**src/rtl/modn_up_counter.sv**
```systemverilog
// Modulo-MODULUS up counter with enable, clamped parallel load, terminal count and saturating wrap count.
// Latency: q/carry/wraps registered, one cycle after the qualifying edge; tc is combinational.
// Backpressure: none; en acts as a per-cycle advance strobe, and stage k's tc cascades into stage k+1's en.
module modn_up_counter #(
    parameter int WIDTH   = 4,
    parameter int MODULUS = 16,
    parameter int WRAP_W  = 8
) (
    input  logic              clk,
    input  logic              rst,
    input  logic              en,
    input  logic              load,
    input  logic [WIDTH-1:0]  load_val,
    output logic [WIDTH-1:0]  q,
    output logic              tc,
    output logic              carry,
    output logic [WRAP_W-1:0] wraps
);

    generate
        if (MODULUS < 2 || longint'(MODULUS) > (longint'(1) << WIDTH)) begin : g_bad_modulus
            $error("modn_up_counter: MODULUS out of range for WIDTH");
        end
    endgenerate

    // Top count value; also the clamp ceiling for loads. Fits WIDTH even when MODULUS == 2**WIDTH.
    localparam logic [WIDTH-1:0] QMAX = WIDTH'(MODULUS - 1);

    logic at_max;

    assign at_max = (q == QMAX);
    assign tc     = en & ~load & at_max;

    always_ff @(posedge clk) begin
        if (rst) begin
            q     <= '0;
            carry <= 1'b0;
            wraps <= '0;
        end else if (load) begin
            q     <= (load_val > QMAX) ? QMAX : load_val;
            carry <= 1'b0;
        end else if (en) begin
            if (at_max) begin
                q     <= '0;
                carry <= 1'b1;
                if (wraps != {WRAP_W{1'b1}})
                    wraps <= wraps + WRAP_W'(1);
            end else begin
                q     <= q + WIDTH'(1);
                carry <= 1'b0;
            end
        end else begin
            carry <= 1'b0;
        end
    end

endmodule
```
**config.mk**
```make
export PLATFORM = sky130hd
export DESIGN_NAME = modn_up_counter
export DESIGN_NICKNAME = d
export VERILOG_FILES = /design/src/rtl/modn_up_counter.sv
export SDC_FILE = /design/constraint.sdc
export NUM_CORES = 1
export LEC_CHECK = 0
export CORE_MARGIN = 10
export CORE_UTILIZATION = 40
export DETAILED_ROUTE_END_ITERATION = 16
export HOLD_SLACK_MARGIN = 0.12
export PLACE_DENSITY = 0.73
export SLEW_MARGIN = 25
export SYNTH_ARGS = -nofsm -noshare
export SYNTH_HDL_FRONTEND = slang
export SYNTH_SLANG_ARGS = --single-unit
```
**constraint.sdc**
```tcl
create_clock -name clk -period 1.5 [get_ports clk]
set_input_delay 0.15 -clock clk [delete_from_list [all_inputs] [get_ports clk]]
set_output_delay 0.15 -clock clk [all_outputs]
set_load 0.02 [all_outputs]
```
### Yosys cells after proc, flatten, opt, wreduce, memory -nomap -nowiden

Index checks and enable logic that the tools add are counted.

* flip-flop bits (word level): 13
* bits of input ports: 8
* output and inout port bits: 14
* word-level logic and storage cells: 20

* add/subtract/negate cells: 2
* $lt $le $gt $ge: 1
* eq/ne operators: 2
* multiplexer cells: 5
* bitwise gates (word level): 4
* reductions and logical operators: 3

Operators with widths (count)
* two-way mux 4 bit: 4
* adder 8 x 1 -> 8 bit, second input constant: 1
* inequality test 8 bit, second input constant: 1
* adder 4 x 1 -> 4 bit, second input constant: 1
* == test 4 bit, second input constant: 1
* > comparator 4 bit, second input constant: 1
* AND reduction 4 bit: 1
* OR reduction 3 bit: 1
* AND 1 bit: 2
* NOT 1 bit: 2
* nonzero test 2 bit: 1
* two-way mux 1 bit: 1

### Logic depth before layout (Yosys ltp)

* depth after elaboration: 4
* mapped depth: 6
* depth with buffers taken out: 6

### Worst setup path before layout

Ideal clock, no wire load.

* path type: register -> register
* from: reg q[0]
* to: reg wraps[0]
* setup time: 121 ps
* arrival time: 1688 ps
* data required time: 1379 ps
* slack: -309 ps
* stages on the path, launching flop included: 6
* buffers on the path: 0
* clock period less this slack: 1809 ps
* path through: dfxtp_1 ha_1 nand4_2 or2_4 a41oi_4 mux2_4

* longest elaborated chain between the ends: 2

RTL lines
* start: declaration: RTL line 14 `output logic [WIDTH-1:0] q,`
* start signal: assignment: RTL line 40 `q <= (load_val > QMAX) ? QMAX : load_val;`
* start signal: assignment: RTL line 49 `q <= q + WIDTH'(1);`
* == test 4 bit: RTL line 31 `assign at_max = (q == QMAX);`
* AND reduction 4 bit (no line)
* end signal: assignment: RTL line 47 `wraps <= wraps + WRAP_W'(1);`
* end: declaration: RTL line 17 `output logic [WRAP_W-1:0] wraps`

No other way between the ends.
A chain may end at the register's enable or synchronous reset.

### Worst setup path in the final report

Same ends and word-level chain as after synthesis.

==> metrics.cfg <==
[yosys]
synth_fa_ha_area_frac = 0.03591
synth_top_family_by_area = simple AND/OR/NAND/NOR gates
synth-simple-area-share = 0.2998
ys_seq_elements = 13
muxShareOfSynthArea = 0.07899
ys_seq_area_frac = 0.3734
synth_xor_area_frac = 0.02513
synth_area_um2 = 696.9
synth_compound_area_frac = 0.1526
synthCells = 79
syn_avg_cell_area_um2 = 8.822
synth_nets = 89
ys_types = 32
yosys_warnings = 0

[place]
hpwl_um = 1570
place.gp.congestion = 0.8469
pre_cts_ws_ns = -0.3871
numPortBuffers = 21
place_area_um2 = 1101

[layout]
final_cell_mix = 20 x buf_4, 11 x nor2_1, 11 x dfxtp_1, 8 x nand2_1, 8 x clkdlybuf4s50_1
final_common_cell = buf_4
nFillCells = 144
num_antenna_cells = 0
nNetsFinal = 134
fin_area_um2 = 1164
syn_to_final_growth_pct = 66.97
drive_gt1_frac = 0.3008

[worst_setup_path]
cp-endpoint = wraps[0]
arrival_ns = 1.72
r2r_slack_ns = -0.05
path_max_fanout = 2
timing.rr.end = wraps[0]
path_buf_inv = 1
crit_family = flip-flops
reg2reg_depth = 6
max_stage_delay_ns = 0.36
endpoint_kind = register
crit_start = q[0]
worst-setup-path-type = register to register
crit_path_start_kind = register
worst-path-stages = 6
r2r-start = q[0]
cp_slowest_cell = dfxtp_4
critPathRequiredTime_ns = 1.67
crit_chain = ha_4 -> nand4_4 -> or2_4 -> buf_6 -> a41oi_4 -> mux2_4

[global_route]
use_met1 = 0.1187
overflow = 0
met3_usage = 0.05488
antenna_found_initial = 0
grt_pass1_wl_um = 3298
use_met2 = 0.1918
top_usage_layer = met2
grt_max_degree = 8
grt.total_usage = 0.1140
grt_pass1_vias = 771

[timing]
worst_pin_slew_ns = 0.3417
rsz0062_at_grt = true
period_share = 1.034
setup_ws_ns = -0.05080
fin_crit_ns = 1.551
finalMaxSlewViolations = 0
finalSetupViolCount = 2
whs_ns = 0.4343
max_slew_margin = 0.7701
hold_violations = 0
fmax_mhz = 644.8
finClkSkew_ns = 0.001608

[floorplanning]
die_h_um = 61.74
ioPinCount = 22
start_util = 0.4126
core-area_um2 = 1689
die_w_um = 61.74
rows = 15
die_area_um2 = 3812

[run]
cap_violations = 0

[pwr]
ir_drop_uv = 496.6
p_per_area_nw_per_um2 = 590.3
finalPower_uw = 686.8
p_leak_nw = 0.5842

[cts]
numCtsBuffers = 3
ctsHoldBuffers = 0
h-tree-depth = 1
cts_tree = yes
clockBufferDepth = 2
cts.sinks = 13
clk_pin_slew_ns = 0.07
clk_latency_ns = 0.28
clockRootBuffer = clkbuf_4

[outcome]
violations = setup timing
outcome = finished, violations left

[routing]
vias = 754
first_pass_iters = 4
drc = 0
post_drt_wl_per_cell_um = 13.97
wirelength_um = 1956
dr.first_iter.drc_count = 22
via_per_inst = 5.386
postRouteAntennaNets = 0

[min_path]
hp-class = input port to register

power breakdown:
part	switching, mW	internal (mW)	total (mW)
clock	0.112	0.103	0.216
sequential	0.00751	0.352	0.359
combinational	0.0502	0.0614	0.112
total	0.170	0.517	0.687
worst min-delay path by stage:
stage / slack [ns] / depth (start not counted) / from / end
floorplan: 0.29 / 2 / load_val[1] / q[1]
global placement: 0.54 / 2 / wraps[6] / wraps[6]
detailed placement: 0.55 / 2 / wraps[6] / wraps[6]
CTS: 0.44 / 3 / load_val[0] / q[0]
global route: 0.46 / 3 / load_val[3] / q[3]
finish: 0.43 / 3 / load_val[0] / q[0]
worst min-delay path, cell delays in order:
cell and delay, ns:
clkdlybuf4s50_1 0.40, inv_1 0.06, a221oi_1 0.07
kinds of logic after synthesis:
family | after synthesis
fa+ha+maj | 2
compound gates | 13
mux | 5
flops | 13
xor+xnor | 2
buf+inv | 6
simple gates | 38
sequential cells by signal, indices dropped and copies added (netlist names):
name   count
q          4
wraps      8
carry      1
stage by stage:
step                instances    util   TNS, ns
floorplan                  79       -  -0.09030
global placement          135  0.6519    -1.594
detailed placement        135  0.6519    -1.798
CTS                       140  0.6696  -0.08217
global route              140  0.6889   -0.2373
finish                    140  0.6889  -0.06630
routing by layer:
| layer | wire (um) | part of all wire | up-vias |
|---|---|---|---|
| met4 | 36 | 0.018 | 0 |
| li1 | - | - | 374 |
| met3 | 186 | 0.095 | 5 |
| met1 | 784 | 0.40 | 348 |
| met5 | 0 | 0 | - |
| met2 | 947 | 0.48 | 27 |
cells in the mapped netlist (all sizes together):
| cell | count | share of area |
|---|---|---|
| nand3 | 2 | 0.014 |
| nor2 | 11 | 0.059 |
| ha | 2 | 0.036 |
| nor3 | 4 | 0.029 |
| nand4b | 1 | 0.013 |
| a311o | 1 | 0.014 |
| nor4b | 1 | 0.013 |
| nor4 | 1 | 0.0090 |
| nand2b | 2 | 0.018 |
| a41oi | 1 | 0.040 |
| a21oi | 5 | 0.036 |
| nand4 | 2 | 0.027 |
| or2 | 1 | 0.013 |
| mux2i | 4 | 0.057 |
| clkbuf | 1 | 0.0054 |
| o21ai | 1 | 0.0072 |
| a211oi | 1 | 0.011 |
| nor3b | 1 | 0.011 |
| buf | 1 | 0.0072 |
| inv | 4 | 0.022 |
| nand3b | 1 | 0.011 |
| nand2 | 8 | 0.043 |
| and4b | 1 | 0.014 |
| mux2 | 1 | 0.022 |
| o21bai | 1 | 0.011 |
| xnor2 | 2 | 0.025 |
| dfxtp | 13 | 0.37 |
| and2b | 1 | 0.013 |
| and4 | 1 | 0.014 |
| a221oi | 2 | 0.025 |
| a31oi | 1 | 0.0090 |
repair_timing:
action	4_1_cts	5_1_grt
buffers inserted	1	0
pin swaps	3	0
setup endpoints to repair	11	11
hold endpoints to repair	0	0
resized for setup	13	9
final cells by class:
| class | count | area (um^2) | share of cell area |
|---|---|---|---|
| inverters | 4 | 15.01 | 0.01290 |
| clock buffers | 4 | 26.28 | 0.02258 |
| repair buffers | 42 | 376.6 | 0.3237 |
| multi-input cells | 60 | 456.7 | 0.3925 |
| well taps | 17 | 21.27 | 0.01828 |
| flip-flops and latches | 13 | 267.8 | 0.2301 |
No activity file was read; power rests on OpenSTA's default activity.
